`src/rtl/data_uart_pkg.sv`:
```
`default_nettype none
// ============================================================================
// Module      : data_uart_pkg
// Description : Shared FSM state encoding and 8N1 frame constants for the
//               storage-to-UART sender.
// Revision    : 1.0 - initial release
// ============================================================================
package data_uart_pkg;

    localparam int unsigned c_STATE_W = 3;

    localparam logic [2:0] c_STATE_IDLE       = 3'd0;
    localparam logic [2:0] c_STATE_FETCH      = 3'd1;
    localparam logic [2:0] c_STATE_WAIT_VALID = 3'd2;
    localparam logic [2:0] c_STATE_SEND       = 3'd3;
    localparam logic [2:0] c_STATE_CHECKSUM   = 3'd4;

    // Start + 8 data + stop.
    localparam int unsigned c_UART_FRAME_BITS = 10;
    localparam logic [3:0]  c_UART_LAST_BIT   = 4'(c_UART_FRAME_BITS - 1);

endpackage
`default_nettype wire

```
`src/rtl/uart_tx_serializer.sv`:
```
`default_nettype none
// ============================================================================
// Module      : uart_tx_serializer
// Description : 8N1 serializer; a load strobe starts a frame, o_done pulses
//               during the last cycle of the stop bit.
// Revision    : 1.0 - initial release
// ============================================================================
module uart_tx_serializer #(
    parameter int CLKS_PER_BIT = 868
) (
    input  logic       clk,
    input  logic       rst,
    input  logic       i_load,
    input  logic [7:0] i_data,
    output logic       o_tx,
    output logic       o_done
);
    import data_uart_pkg::*;

    localparam logic [15:0] c_BAUD_LAST = 16'(CLKS_PER_BIT - 1);

    logic [15:0] r_baud;
    logic [3:0]  r_bitIdx;
    logic [8:0]  r_shift;
    logic        r_active;
    logic        r_tx;
    logic        w_bitEnd;

    assign w_bitEnd = r_active && (r_baud == c_BAUD_LAST);
    assign o_done   = w_bitEnd && (r_bitIdx == c_UART_LAST_BIT);
    assign o_tx     = r_tx;

    // A load in the same cycle as o_done lets a follow-on frame start with no gap.
    always_ff @(posedge clk) begin
        if (rst) begin
            r_active <= 1'b0;
            r_tx     <= 1'b1;
            r_baud   <= 16'd0;
            r_bitIdx <= 4'd0;
            r_shift  <= 9'h1FF;
        end else if (i_load) begin
            r_active <= 1'b1;
            r_tx     <= 1'b0;
            r_baud   <= 16'd0;
            r_bitIdx <= 4'd0;
            r_shift  <= {1'b1, i_data};
        end else if (w_bitEnd) begin
            r_baud <= 16'd0;
            if (r_bitIdx == c_UART_LAST_BIT) begin
                r_active <= 1'b0;
                r_tx     <= 1'b1;
            end else begin
                r_bitIdx <= r_bitIdx + 4'd1;
                r_tx     <= r_shift[0];
                r_shift  <= {1'b1, r_shift[8:1]};
            end
        end else if (r_active) begin
            r_baud <= r_baud + 16'd1;
        end
    end

endmodule
`default_nettype wire

```
`src/rtl/data_uart_sender.sv`:
```
`default_nettype none
// ============================================================================
// Module      : data_uart_sender
// Description : Pops bytes from storage one at a time and sends them 8N1.
//               Define DATA_UART_SENDER_CHECKSUM_EN to append an XOR byte
//               after every FRAME_BYTES payload bytes.
// Revision    : 1.0 - initial release
// ============================================================================
module data_uart_sender #(
    parameter int CLKS_PER_BIT = 868,
    parameter int FRAME_BYTES  = 16
) (
    input  logic       Clock,
    input  logic       Reset,
    input  logic [7:0] DataIn,
    input  logic       DataValid,
    input  logic       DataReadyToSend,
    input  logic       TxEnable,
    output logic       ReadEnable,
    output logic       Tx,
    output logic       Busy,
    output logic [7:0] ByteCount
);
    import data_uart_pkg::*;

    generate
        if (CLKS_PER_BIT < 2 || CLKS_PER_BIT > 65535 ||
            FRAME_BYTES < 1 || FRAME_BYTES > 255) begin : g_bad_params
            $error("data_uart_sender: parameter out of legal range");
        end
    endgenerate

    logic [c_STATE_W-1:0] r_state;
    logic                 r_validMiss;
    logic [7:0]           r_byteCount;
    logic                 w_serLoad;
    logic                 w_serDone;
    logic [7:0]           w_serData;

`ifdef DATA_UART_SENDER_CHECKSUM_EN
    localparam logic [7:0] c_FRAME_LAST = 8'(FRAME_BYTES - 1);

    logic [7:0] r_xor;
    logic       w_frameEnd;

    assign w_frameEnd = (r_state == c_STATE_SEND) && w_serDone &&
                        (r_byteCount == c_FRAME_LAST);
`endif

    assign ReadEnable = (r_state == c_STATE_FETCH);
    assign Busy       = (r_state != c_STATE_IDLE);
    assign ByteCount  = r_byteCount;

    always_comb begin
        w_serLoad = (r_state == c_STATE_WAIT_VALID) && DataValid;
        w_serData = DataIn;
`ifdef DATA_UART_SENDER_CHECKSUM_EN
        // r_xor already folds in the closing payload byte, latched in WAIT_VALID.
        if (w_frameEnd) begin
            w_serLoad = 1'b1;
            w_serData = r_xor;
        end
`endif
    end

    always_ff @(posedge Clock) begin
        if (Reset) begin
            r_state     <= c_STATE_IDLE;
            r_validMiss <= 1'b0;
            r_byteCount <= 8'd0;
`ifdef DATA_UART_SENDER_CHECKSUM_EN
            r_xor       <= 8'd0;
`endif
        end else begin
            case (r_state)
                c_STATE_IDLE: begin
                    if (DataReadyToSend && TxEnable) begin
                        r_state <= c_STATE_FETCH;
                    end
                end
                c_STATE_FETCH: begin
                    r_state     <= c_STATE_WAIT_VALID;
                    r_validMiss <= 1'b0;
                end
                c_STATE_WAIT_VALID: begin
                    if (DataValid) begin
                        r_state <= c_STATE_SEND;
`ifdef DATA_UART_SENDER_CHECKSUM_EN
                        r_xor   <= r_xor ^ DataIn;
`endif
                    end else if (r_validMiss) begin
                        r_state <= c_STATE_IDLE;
                    end else begin
                        r_validMiss <= 1'b1;
                    end
                end
                c_STATE_SEND: begin
                    if (w_serDone) begin
                        r_byteCount <= r_byteCount + 8'd1;
`ifdef DATA_UART_SENDER_CHECKSUM_EN
                        r_state     <= w_frameEnd ? c_STATE_CHECKSUM : c_STATE_IDLE;
`else
                        r_state     <= c_STATE_IDLE;
`endif
                    end
                end
`ifdef DATA_UART_SENDER_CHECKSUM_EN
                c_STATE_CHECKSUM: begin
                    if (w_serDone) begin
                        r_byteCount <= 8'd0;
                        r_xor       <= 8'd0;
                        r_state     <= c_STATE_IDLE;
                    end
                end
`endif
                default: begin
                    r_state <= c_STATE_IDLE;
                end
            endcase
        end
    end

    uart_tx_serializer #(
        .CLKS_PER_BIT (CLKS_PER_BIT)
    ) u_serializer (
        .clk    (Clock),
        .rst    (Reset),
        .i_load (w_serLoad),
        .i_data (w_serData),
        .o_tx   (Tx),
        .o_done (w_serDone)
    );

endmodule
`default_nettype wire

```
`config.mk`:
```
export PLATFORM = sky130hd
export DESIGN_NAME = data_uart_sender
export DESIGN_NICKNAME = d
export VERILOG_FILES = /design/src/rtl/data_uart_pkg.sv /design/src/rtl/uart_tx_serializer.sv /design/src/rtl/data_uart_sender.sv
export SDC_FILE = /design/constraint.sdc
export NUM_CORES = 1
export LEC_CHECK = 0
export CAP_MARGIN = 40
export CORE_AREA = 2 2 65 67
export CTS_CLUSTER_DIAMETER = 50
export CTS_CLUSTER_SIZE = 20
export DETAILED_ROUTE_END_ITERATION = 10
export DIE_AREA = 0 0 67 69
export PLACE_DENSITY_LB_ADDON = 0.05
export SETUP_SLACK_MARGIN = 0.02
export SYNTH_ARGS = -nofsm -noshare
export SYNTH_HDL_FRONTEND = slang
export SYNTH_SLANG_ARGS = --single-unit
```
`constraint.sdc`:
```
create_clock -name Clock -period 2.2 [get_ports Clock]
set_input_delay 0.33 -clock Clock [delete_from_list [all_inputs] [get_ports Clock]]
set_output_delay 0.33 -clock Clock [all_outputs]
set_load 0.01 [all_outputs]
```
== Word level (Yosys, flattened, before mapping) ==
Index checks and enable logic that the tools add are counted.
Word-level totals
  flip-flop bits (word level): 42
  bits of input ports: 13
  output and inout bits: 11
  word-level logic and storage cells: 55
Operators by class
  $add $sub $neg: 3
  equality and inequality tests: 10
  multiplexer cells: 16
  bitwise logic cells: 1
  reductions and logical operators: 17
Operator list (number)
  $mux 8: 3
  $add 16x1->16 const B: 1
  $eq 16x10->1 const B: 1
  $mux 3: 4
  $pmux 3 s4: 1
  $reduce_and 2->1: 5
  $add 8x1->8 const B: 1
  $mux 1: 7
  $eq 3x2->1 const B: 2
  $reduce_bool 2->1: 3
  $add 4x1->4 const B: 1
  $eq 4x4->1 const B: 1
  $logic_and 1x1->1: 4
  $ne 2x1->1 const B: 2
  $ne 2x2->1 const B: 2
  $eq 3x1->1 const B: 1
  $logic_not 3->1: 1
  $ne 3x3->1 const B: 1
  $reduce_and 3->1: 1
  $reduce_bool 3->1: 1
  $reduce_or 3->1: 1
  $pmux 1 s2: 1
  $reduce_or 2->1: 1
  $not 1->1: 1

== Logic depth before layout (Yosys ltp) ==
Gate-level depths: netlist (run 1).
  depth in word-level cells: 5
  mapped depth: 7

== By module ==
From an unflattened synthesis (run 1), not the netlist that was laid out.
Unflattened totals
  cells, all modules: 235
  area total of the unflattened synthesis: 2005.7 µm²
By module, submodules not included
  uart_tx_serializer: instances 1, cells an instance 172, area an instance 1456.4 µm², sequential area each 600.6 µm²
  data_uart_sender: instances 1, cells an instance 63, area an instance 549.3 µm², sequential area each 220.2 µm²

== Worst setup path after synthesis (run 1) ==
No wires, ideal clock.
  path kind: register -> register
  start: register u_serializer.r_baud[0]
  end: register r_byteCount[6] (netlist: ByteCount[6])
  library setup time: 70 ps
  data arrival time: 1580 ps
  required time: 2130 ps
  slack: 549 ps
  stages on the path, launching flop included: 6
  buffers on the path: 0
  clock period less this slack: 1651 ps
  path through: dfxtp_1 -> ha_1 -> nand4_1 -> nand4b_1 -> or4_1 -> a21oi_1
Between the ends
  cells in the longest elaborated chain, start to end: 4
Ends and longest elaborated chain
  start: declaration: RTL line uart_tx_serializer.sv:22  | logic [15:0] r_baud;
  start signal: assignment: RTL line uart_tx_serializer.sv:58  | r_baud <= r_baud + 16'd1;
  $eq 16x10->1: RTL line uart_tx_serializer.sv:29  | assign w_bitEnd = r_active && (r_baud == c_BAUD_LAST);
  $logic_and 1x1->1: RTL line uart_tx_serializer.sv:29
  $logic_and 1x1->1: RTL line uart_tx_serializer.sv:30  | assign o_done = w_bitEnd && (r_bitIdx == c_UART_LAST_BIT);
  $reduce_and 2->1 (no line)
  end signal: assignment: RTL line data_uart_sender.sv:99  | r_byteCount <= r_byteCount + 8'd1;
  end: declaration: RTL line data_uart_sender.sv:35  | logic [7:0] r_byteCount;
No other way between the ends.
A chain may end at the register's enable or synchronous reset.

== Final worst setup path (run 1) ==
Ends and elaborated chain as after synthesis.

==> reports/metrics.csv, run 1 <==
stage;metric;value;unit
global_route;largest net degree at the start of global routing;17;
job;Max-cap violations;0;
clock_network;CTS root buffer;clkbuf_8;
synth;post-synthesis sequential area ratio;39.3;%
critical_path;crit path max fanout;8;
drt;Vias/cell;5.87;
place;port bufs;23;
clock_network;Post-CTS Setup Bufs;0;
sta;final worst slack;0.271;ns
critical_path;Crit Path Class;reg2reg;
cells_and_area;layout cell share with drive strength beyond 1;8.70;%
place;DP HPWL;3.31;mm
run_status;status;finished, final reports clean;
floorplanning;die area;0.00462;mm^2
cells_and_area;Fillers;367;
floorplanning;Die W;67;um
clock_network;clock slew at reported path FFs;0.08;ns
synth;Syn. warnings;0;
cells_and_area;Syn-to-layout area delta;18.3;%
floorplanning;starting density of the core;53.4;%
pwr;PD cells;585;mW/mm^2
sta;Final Skew;0.00924;ns
sta;count of final hold-check violations;0;
place;pre-CTS setup slack;0.278;ns
drt;DR DRC count;0;
drt;First DRT Iteration DRCs;126;
clock_network;CTS H-Tree Depth;2;
synth;synthesized area per cell;8.25;um^2
critical_path;WP data required;2.43;ns
clock_network;Post-CTS Hold Fix Bufs;0;
floorplanning;Core Box Area;0.00391;mm^2
sta;Tmin final;1.93;ns
sta;Slew @ Worst Pin;0.511;ns
worst_hold_path;worst hold path type;reg2reg;
drt;Initial DRT Pass Iterations;4;
clock_network;post_cts resized;0;
synth;Yosys reg bits;41;
drt;Vias;1914;
place;GPL Wtd Cong;0.872;
global_route;initial antenna violation count;0;
sta;setup tns final;0;ns
drt;WL/cell;14.4;um
sta;fmax;0.518;GHz
clock_network;total CTS buffers;5;
drt;DRT Wirelength;4.70;mm
cells_and_area;nets;292;
critical_path;critical path arrival;2.16;ns
clock_network;clk buf depth;2;
critical_path;CP Capture Type;flop;
cells_and_area;ANT cells;0;
global_route;vias in the first global route;1749;
global_route;total grt overflow;0;
sta;final worst path period share;87.7;%
critical_path;crit path launch type;flop;
global_route;Tot GR Track Use;22.0;%
pwr;P_leak;0.823;nW
synth;Distinct cells, synth;43;
floorplanning;std cell rows;23;
sta;Slew Limit Fails;0;
clock_network;CTS tree;done;
global_route;first-pass GRT wire length;8.00;mm
drt;final antenna-violating net count;0;
clock_network;Sink Count;41;
sta;setup violators final;0;
floorplanning;I/O pins;24;
sta;Worst slew margin;65.9;%
synth;Mapped Area;0.00209;mm^2
floorplanning;Die Span Y;69;um
synth;syn_nets;270;
clock_network;clk_lat worst skew;0.30;ns
sta;unrepaired setup endpoints after global routing;no;
pwr;peak supply drop;0.000432;V
synth;Mapped Cells;253;
Yosys cell counts (all sizes together):
library cell,count,area (um^2)
nor3,25,125
clkbuf,11,41.3
nand2b,1,6.26
nand3b,3,22.5
a2111oi,1,8.76
nand4b,3,26.3
o21ai,12,60.1
a311o,1,10.0
dfxtp,41,821
and3,2,12.5
o41ai,4,35.0
or3,15,93.8
and4b,1,10.0
o21bai,1,7.51
or4,4,30.0
nand4,6,43.8
nor4,6,43.8
ha,4,50.1
o311ai,2,17.5
or2,3,18.8
nor4bb,2,20.0
and4bb,1,12.5
nor2,19,71.3
xor2,6,52.6
o31ai,3,22.5
nand3,12,60.1
and4,2,17.5
nor2b,1,6.26
mux2i,1,10.0
a21o,1,7.51
a211oi,2,15.0
a21bo,1,10.0
inv,7,26.3
and3b,2,17.5
xnor2,6,52.6
nand2,10,37.5
buf,7,45.0
a21oi,24,120
cell usage in the layout, fill, tap and decap left out, types with 3 or more instances in the layout:
cell type / n
dfxtp_1: 41
nor3_1: 25
a21oi_1: 24
clkdlybuf4s50_1: 23
nor2_1: 19
or3_1: 15
nand3_1: 12
o21ai_0: 12
nand2_1: 10
buf_4: 10
inv_1: 7
clkbuf_8: 7
xnor2_1: 6
xor2_1: 6
nor4_1: 5
nand4_1: 5
or4_1: 4
o41ai_1: 4
ha_1: 4
or2_2: 3
nand4b_1: 3
o31ai_1: 3
nand3b_1: 3
through the flow:
step / utilization [%] / instance area [um^2] / std cells / hold WS, ns / power, W
6_report: 63.1 / 2470 / 326 / 0.493 / 0.00144
5_1_grt: 63.1 / 2470 / 326 / 0.516 / 0.00150
4_1_cts: 63.1 / 2470 / 326 / 0.495 / 0.00146
3_5_place_dp: 60.5 / 2370 / 318 / 0.483 / 0.000918
3_3_place_gp: 60.5 / 2370 / 318 / 0.473 / 0.000916
2_1_floorplan: - / 2090 / 253 / 0.451 / 0.000862
cells by family after synthesis:
group	count (synthesis)	share of synthesized area, %
AOI/OAI and AO/OA	52	15.0
muxes	1	0.479
buffers and inverters	25	5.39
xor gates and xnor gates	12	5.03
and+or+nand+nor	118	32.4
adders and majority gates	4	2.40
DFF	41	39.3
per-layer routing:
metal / vias to the layer above / track usage (%) / routed length (um)
met3: 5 / 5.22 / 159
met5: - / 0 / 0
met2: 36 / 35.2 / 2220
met4: 0 / 7.26 / 54
met1: 902 / 28.7 / 2270
li1: 971 / - / -
sequential cells by signal, indices dropped and copies added (netlist names):
name,count
u_serializer.r_baud,16
r_validMiss,1
ByteCount,8
u_serializer.r_active,1
u_serializer.r_bitIdx,4
u_serializer.r_shift,8
r_state,2
u_serializer.o_tx,1
final timing paths:
check	start	endpoint	slack (ns)	depth (start not counted)
worst max register to register	u_serializer.r_baud[0]	ByteCount[6]	0.27	5
worst max-delay path	u_serializer.r_baud[0]	ByteCount[6]	0.27	5
worst min-delay path	r_validMiss	r_validMiss	0.49	2
worst min register to register	r_validMiss	r_validMiss	0.49	2
worst max-delay path, cell delays in order (launching register included):
cell      delay, ns
dfxtp_1        0.39
ha_1           0.22
nand4_1        0.16
nand4b_1       0.38
or4_1          0.58
a21oi_1        0.15
cell type report:
cell class / count / area, um^2 / share of cell area, %
Tap cell: 50 / 62.6 / 2.53
Inverter: 7 / 26.3 / 1.06
Clock inverter: 1 / 5.00 / 0.203
Sequential cell: 41 / 821 / 33.2
Timing Repair Buffer: 33 / 305 / 12.4
Multi-Input combinational cell: 187 / 1150 / 46.7
Clock buffer: 7 / 96.3 / 3.90
where the power goes:
group / switching [W] / internal, W
Sequential: 0.0000198 / 0.000759
Clock: 0.000261 / 0.000284
Combinational: 0.0000562 / 0.0000653
No activity file was read; power rests on OpenSTA's default activity.
==> run 2, diff against run 1 <==
--- a/config.mk
+++ b/config.mk
@@ -6,11 +6,13 @@
 export NUM_CORES = 1
 export LEC_CHECK = 0
 export CAP_MARGIN = 40
-export CORE_AREA = 2 2 65 67
+export CORE_AREA = 2 2 62 64
 export CTS_CLUSTER_DIAMETER = 50
 export CTS_CLUSTER_SIZE = 20
 export DETAILED_ROUTE_END_ITERATION = 10
-export DIE_AREA = 0 0 67 69
+export DIE_AREA = 0 0 64 66
+export DONT_BUFFER_PORTS = 1
+export HOLD_SLACK_MARGIN = 0.03
 export PLACE_DENSITY_LB_ADDON = 0.05
 export SETUP_SLACK_MARGIN = 0.02
 export SYNTH_ARGS = -nofsm -noshare
==> reports/metrics.csv, run 2 (synthesis gave the netlist of run 1 again) <==
stage;metric;value;unit
run_status;status;finished, final reports clean;
clock_network;clk buf depth;2;
clock_network;CTS H-Tree Depth;2;
cells_and_area;Biggest register;u_serializer.r_baud;
floorplanning;std cell rows;22;
critical_path;cell family with most CP delay;simple AND/OR/NAND/NOR gates;
sta;Tmin final;1.96;ns
critical_path;CP Capture Type;flop;
critical_path;crit path launch type;flop;
sta;unrepaired setup endpoints after global routing;no;
drt;Vias/cell;6.24;
global_route;first-pass GRT wire length;7.91;mm
critical_path;Reg-to-Reg Start;u_serializer.r_baud[0];
sta;setup tns final;0;ns
drt;final antenna-violating net count;0;
place;placed cells;289;
floorplanning;starting density of the core;58.8;%
clock_network;CTS root buffer;clkbuf_4;
cells_and_area;ANT cells;0;
sta;fmax;0.510;GHz
critical_path;Buf/Inv on CP;1;
critical_path;critical path arrival;2.24;ns
worst_hold_path;Hold Startpoint;Reset;
cells_and_area;nets;269;
global_route;largest net degree at the start of global routing;21;
sta;count of final hold-check violations;0;
critical_path;Crit Path Class;reg2reg;
drt;First DRT Iteration DRCs;100;
floorplanning;I/O pins;24;
drt;WL/cell;15.4;um
clock_network;clock slew at reported path FFs;0.12;ns
job;Max-cap violations;0;
pwr;PD cells;566;mW/mm^2
clock_network;post_cts resized;0;
sta;Slew @ Worst Pin;0.543;ns
floorplanning;Die W;64;um
drt;Initial DRT Pass Iterations;4;
critical_path;worst path cell trace;ha_1 -> nand4_1 -> nand4b_1 -> buf_4 -> or4_1 -> a21oi_1;
global_route;Tot GR Track Use;23.8;%
critical_path;CP max-delay cell;or4_1;
floorplanning;die area;0.00422;mm^2
critical_path;WP data required;2.48;ns
critical_path;CP startpoint;u_serializer.r_baud[0];
sta;Final Skew;0.0110;ns
global_route;initial antenna violation count;0;
place;GPL Wtd Cong;0.824;
pwr;P_leak;0.710;nW
clock_network;Sink Count;41;
drt;DRT Wirelength;4.61;mm
sta;Worst slew margin;63.7;%
critical_path;Max stage delay on crit path;0.50;ns
place;DP HPWL;3.19;mm
worst_hold_path;worst hold path type;in2reg;
clock_network;CTS tree;done;
cells_and_area;max reg flops;16;
critical_path;crit path max fanout;5;
global_route;total grt overflow;0;
place;port bufs;0;
sta;Slew Limit Fails;0;
cells_and_area;layout cell share with drive strength beyond 1;7.94;%
cells_and_area;commonest non-fill, non-tap cell in the layout;dfxtp_1;
floorplanning;Die Span Y;66;um
sta;setup violators final;0;
sta;final worst path period share;89.0;%
sta;hold_ws;0.156;ns
clock_network;clk_lat worst skew;0.35;ns
cells_and_area;non-filler cells, final;300;
critical_path;r2r setup slk;0.24;ns
clock_network;total CTS buffers;5;
drt;DR DRC count;0;
drt;Vias;1873;
cells_and_area;Syn-to-layout area delta;5.21;%
floorplanning;Core Box Area;0.00355;mm^2
pwr;peak supply drop;0.000349;V
global_route;vias in the first global route;1785;
cells_and_area;most used cells in the layout excluding fill and tap cells;dfxtp_1 (41), nor3_1 (25), a21oi_1 (24);
==> run 2: report_power, final <==
| group | total, W | internal (W) | switching (W) |
|---|---|---|---|
| clock | 0.000382 | 0.000151 | 0.000231 |
| combinational | 0.0000799 | 0.0000337 | 0.0000462 |
| sequential | 0.000780 | 0.000759 | 0.0000210 |
| total | 0.00124 | 0.000944 | 0.000298 |
==> run 2: what timing repair did <==
action                                  in CTS  in global routing
buffers inserted                             0                  2
endpoints found under the setup margin       0                  1
endpoints found under the hold margin       10                  1
hold buffers                                 1                  1
==> run 2: layout make-up <==
| class | instances | area (um^2) |
|---|---|---|
| fill | 329 | 1350 |
| tap | 48 | 60.1 |
| clock buffer | 7 | 55.1 |
| sequential | 41 | 821 |
| inverter | 7 | 26.3 |
| timing repair buffer | 10 | 80.1 |
| multi-input combinational | 187 | 1150 |
==> run 2: worst register-to-register path: stages, from the launching register on <==
cell      delay [ns]
dfxtp_1         0.41
ha_1            0.23
nand4_1         0.17
nand4b_1        0.25
buf_4           0.18
or4_1           0.50
a21oi_1         0.16
==> run 2: worst paths after layout <==
check | end | cells past startpoint
hold reg to reg | r_validMiss | 2
hold / removal | u_serializer.o_tx | 2
setup / recovery | ByteCount[6] | 6
setup reg to reg | ByteCount[6] | 6
==> run 2: routing by layer <==
metal / track usage, % / wire length, um / up-vias
met5: 0 / 0 / -
met4: 10.6 / 78 / 0
met3: 6.13 / 276 / 10
met2: 39.1 / 2120 / 57
met1: 29.4 / 2140 / 881
li1: - / - / 925
==> run 2: through the flow <==
step | area, um^2 | util [%] | total power [W] | setup slack, ns
2_1_floorplan | 2090 | - | 0.000862 | 0.549
3_3_place_gp | 2110 | 59.3 | 0.000865 | 0.309
3_5_place_dp | 2110 | 59.3 | 0.000870 | 0.202
4_1_cts | 2170 | 61.2 | 0.00125 | 0.172
5_1_grt | 2200 | 61.9 | 0.00129 | 0.0865
6_report | 2200 | 61.9 | 0.00124 | 0.241
==> run 3, diff against run 2 <==
--- a/config.mk
+++ b/config.mk
@@ -5,12 +5,13 @@
 export SDC_FILE = /design/constraint.sdc
 export NUM_CORES = 1
 export LEC_CHECK = 0
+export ABC_AREA = 1
 export CAP_MARGIN = 40
-export CORE_AREA = 2 2 62 64
+export CORE_AREA = 2 2 64 66
 export CTS_CLUSTER_DIAMETER = 50
 export CTS_CLUSTER_SIZE = 20
 export DETAILED_ROUTE_END_ITERATION = 10
-export DIE_AREA = 0 0 64 66
+export DIE_AREA = 0 0 66 68
 export DONT_BUFFER_PORTS = 1
 export HOLD_SLACK_MARGIN = 0.03
 export PLACE_DENSITY_LB_ADDON = 0.05
==> reports/metrics.csv, run 3 <==
stage;metric;value;unit
run_status;status;finished, final reports clean;
drt;First DRT Iteration DRCs;118;
pwr;PD cells;704;mW/mm^2
cells_and_area;nets;345;
synth;Mapped Cells;324;
synth;biggest area consumer among synthesized cells;dfxtp_1;
synth;Mapped Area;0.00221;mm^2
clock_network;Post-CTS Setup Bufs;0;
sta;final worst path period share;74.2;%
drt;Initial DRT Pass Iterations;4;
sta;setup tns final;0;ns
sta;Final Skew;0.00796;ns
cells_and_area;max reg flops;16;
global_route;initial antenna violation count;0;
critical_path;Reg-to-Reg Start;u_serializer.r_baud[0];
clock_network;Sink Count;41;
drt;DRT Wirelength;4.39;mm
place;GPL Wtd Cong;0.978;
synth;Distinct cells, synth;30;
drt;Met3 Wirelength;169;um
synth;Top FF cell, synth;dfxtp_1;
floorplanning;starting density of the core;57.4;%
cells_and_area;commonest non-fill, non-tap cell in the layout;nand2_1;
critical_path;WP data required;2.39;ns
synth;number of synthesized flops with an enable pin;0;
synth;commonest cells in the netlist;nand2_1 (67), dfxtp_1 (41), nor2_1 (40);
drt;DR DRC count;0;
cells_and_area;layout cell share with drive strength beyond 1;10.9;%
clock_network;post_cts resized;0;
place;port bufs;0;
critical_path;crit path launch type;flop;
floorplanning;die area;0.00449;mm^2
synth;Syn. warnings;0;
worst_hold_path;Hold Startpoint;Reset;
sta;final worst slack;0.567;ns
clock_network;CTS H-Tree Depth;2;
critical_path;CP Capture Type;flop;
pwr;peak supply drop;0.000427;V
drt;top routing layer in use;met4;
synth;count leader, synth;nand2_1;
critical_path;Reg2Reg Depth;8;
clock_network;CTS tree;done;
synth;Yosys reg bits;41;
floorplanning;std cell rows;23;
sta;Tmin final;1.63;ns
job;Max-cap violations;0;
floorplanning;Die Span Y;68;um
synth;Async S/R FF share, synth;0;%
clock_network;clk_lat worst skew;0.29;ns
cells_and_area;ANT cells;0;
clock_network;clock slew at reported path FFs;0.08;ns
synth;top cells by area, synth;dfxtp_1 (37%), nand2_1 (11%), nand3_1 (7.2%);
floorplanning;Die W;66;um
global_route;largest net degree at the start of global routing;21;
worst_hold_path;worst hold path type;in2reg;
drt;WL met1;2.02;mm
cells_and_area;Biggest register;u_serializer.r_baud;
clock_network;total CTS buffers;5;
cells_and_area;most used cells in the layout excluding fill and tap cells;nand2_1 (67), dfxtp_1 (41), nor2_1 (40);
critical_path;r2r setup slk;0.57;ns
global_route;Tot GR Track Use;22.0;%
sta;unrepaired setup endpoints after global routing;no;
place;placed cells;371;
drt;Vias/cell;5.27;
cells_and_area;Fillers;378;
pwr;P_leak;0.950;nW
global_route;total grt overflow;0;
worst_hold_path;Worst Hold Depth;1;
critical_path;crit path max fanout;5;
drt;Vias;1998;
floorplanning;Core Box Area;0.00386;mm^2
sta;Worst slew margin;70.4;%
cells_and_area;post-layout util;62.3;%
floorplanning;I/O pins;24;
critical_path;critical path arrival;1.82;ns
synth;post-synthesis sequential area ratio;37.1;%
critical_path;worst reg2reg path endpoint;ByteCount[5];
clock_network;CTS root buffer;clkbuf_8;
sta;Slew Limit Fails;0;
synth;top-area cell type share of the netlist area;37.1;%
drt;final antenna-violating net count;0;
sta;Slew @ Worst Pin;0.443;ns
worst_hold_path;worst hold endpoint;ByteCount[7];
place;DP HPWL;3.23;mm
synth;synthesized area per cell;6.83;um^2
critical_path;Crit Path Class;reg2reg;
sta;fmax;0.612;GHz
drt;WL/cell;11.6;um
cells_and_area;non-filler cells, final;379;
global_route;vias in the first global route;1768;
drt;routed length on met2;2.12;mm
global_route;first-pass GRT wire length;7.49;mm
clock_network;Post-CTS Hold Fix Bufs;0;
clock_network;clk buf depth;2;
sta;setup violators final;0;
sta;count of final hold-check violations;0;
pwr;total power;0.00169;W
cells_and_area;Syn-to-layout area delta;8.54;%
synth;syn_nets;341;
place;pre-CTS setup slack;0.584;ns
run 3: changes by cell type in the layout (fill, tap and decap cells not counted), moves of 8 or more:
cell / before / now
nand2_1: 10 / 67
nor3_1: 25 / 14
inv_1: 7 / 39
nand3_1: 12 / 32
nand4_1: 5 / 13
nor2_1: 19 / 40
or3_1: 15 / 0
run 3: logic make-up (layout without fill, tap and decap cells):
logic type / Yosys count / in the layout / synth area share, %
xor gates and xnor gates: 3 / 3 / 1.19
muxes: 1 / 1 / 0.509
buffers and inverters: 50 / 55 / 8.65
DFF: 41 / 41 / 37.1
AOI/OAI and AO/OA: 37 / 37 / 8.48
adders and majority gates: 4 / 4 / 2.26
and+or+nand+nor: 188 / 188 / 41.8
run 3: worst max-delay path, stage by stage, from the launching register on:
cell	delay [ns]
dfxtp_1	0.39
ha_1	0.24
nand3_1	0.15
nor2_2	0.19
nand3_2	0.16
nor2_2	0.19
nand3_1	0.10
nand2_1	0.07
nor2_1	0.04
run 3: where the power goes:
part           internal (W)  leakage [nW]  switching [W]
clock              0.000451        0.0681       0.000257
sequential         0.000778         0.332      0.0000396
combinational     0.0000583         0.550       0.000108
total               0.00129         0.950       0.000404
run 3: how the worst max path moves through the flow:
stage                                      start                      to  slack [ns]  cells after the start
after floorplan           u_serializer.r_baud[0]            ByteCount[2]        0.79                      8
after global placement    u_serializer.r_baud[0]            ByteCount[2]        0.60                      8
after detailed placement  u_serializer.r_baud[0]            ByteCount[5]        0.58                      8
after CTS                 u_serializer.r_baud[0]  u_serializer.r_baud[0]        0.57                      8
after global routing      u_serializer.r_baud[0]            ByteCount[2]        0.39                      8
final                     u_serializer.r_baud[0]            ByteCount[5]        0.57                      8
run 3: layout make-up:
class                      count  area, um^2  share of cell area (%)
clock buffer                   5        68.8                    2.86
clock inverter                 3        65.1                    2.71
inverter                      45         169                    7.03
multi-input combinational    233        1200                    50.0
sequential                    41         821                    34.2
tap                           50        62.6                    2.60
timing repair buffer           2        15.0                   0.625
run 3: per-layer routing:
layer  track usage, %  up-vias
met2             38.0       41
met5                0        -
met1             26.3      884
met3             5.10        7
li1                 -     1066
met4             9.44        0
run 3: through the flow:
stage          instance area, um^2  hold WS, ns
2_1_floorplan                 2210        0.399
3_3_place_gp                  2270        0.402
3_5_place_dp                  2270        0.403
4_1_cts                       2400       0.0798
5_1_grt                       2400       0.0800
6_report                      2400       0.0999
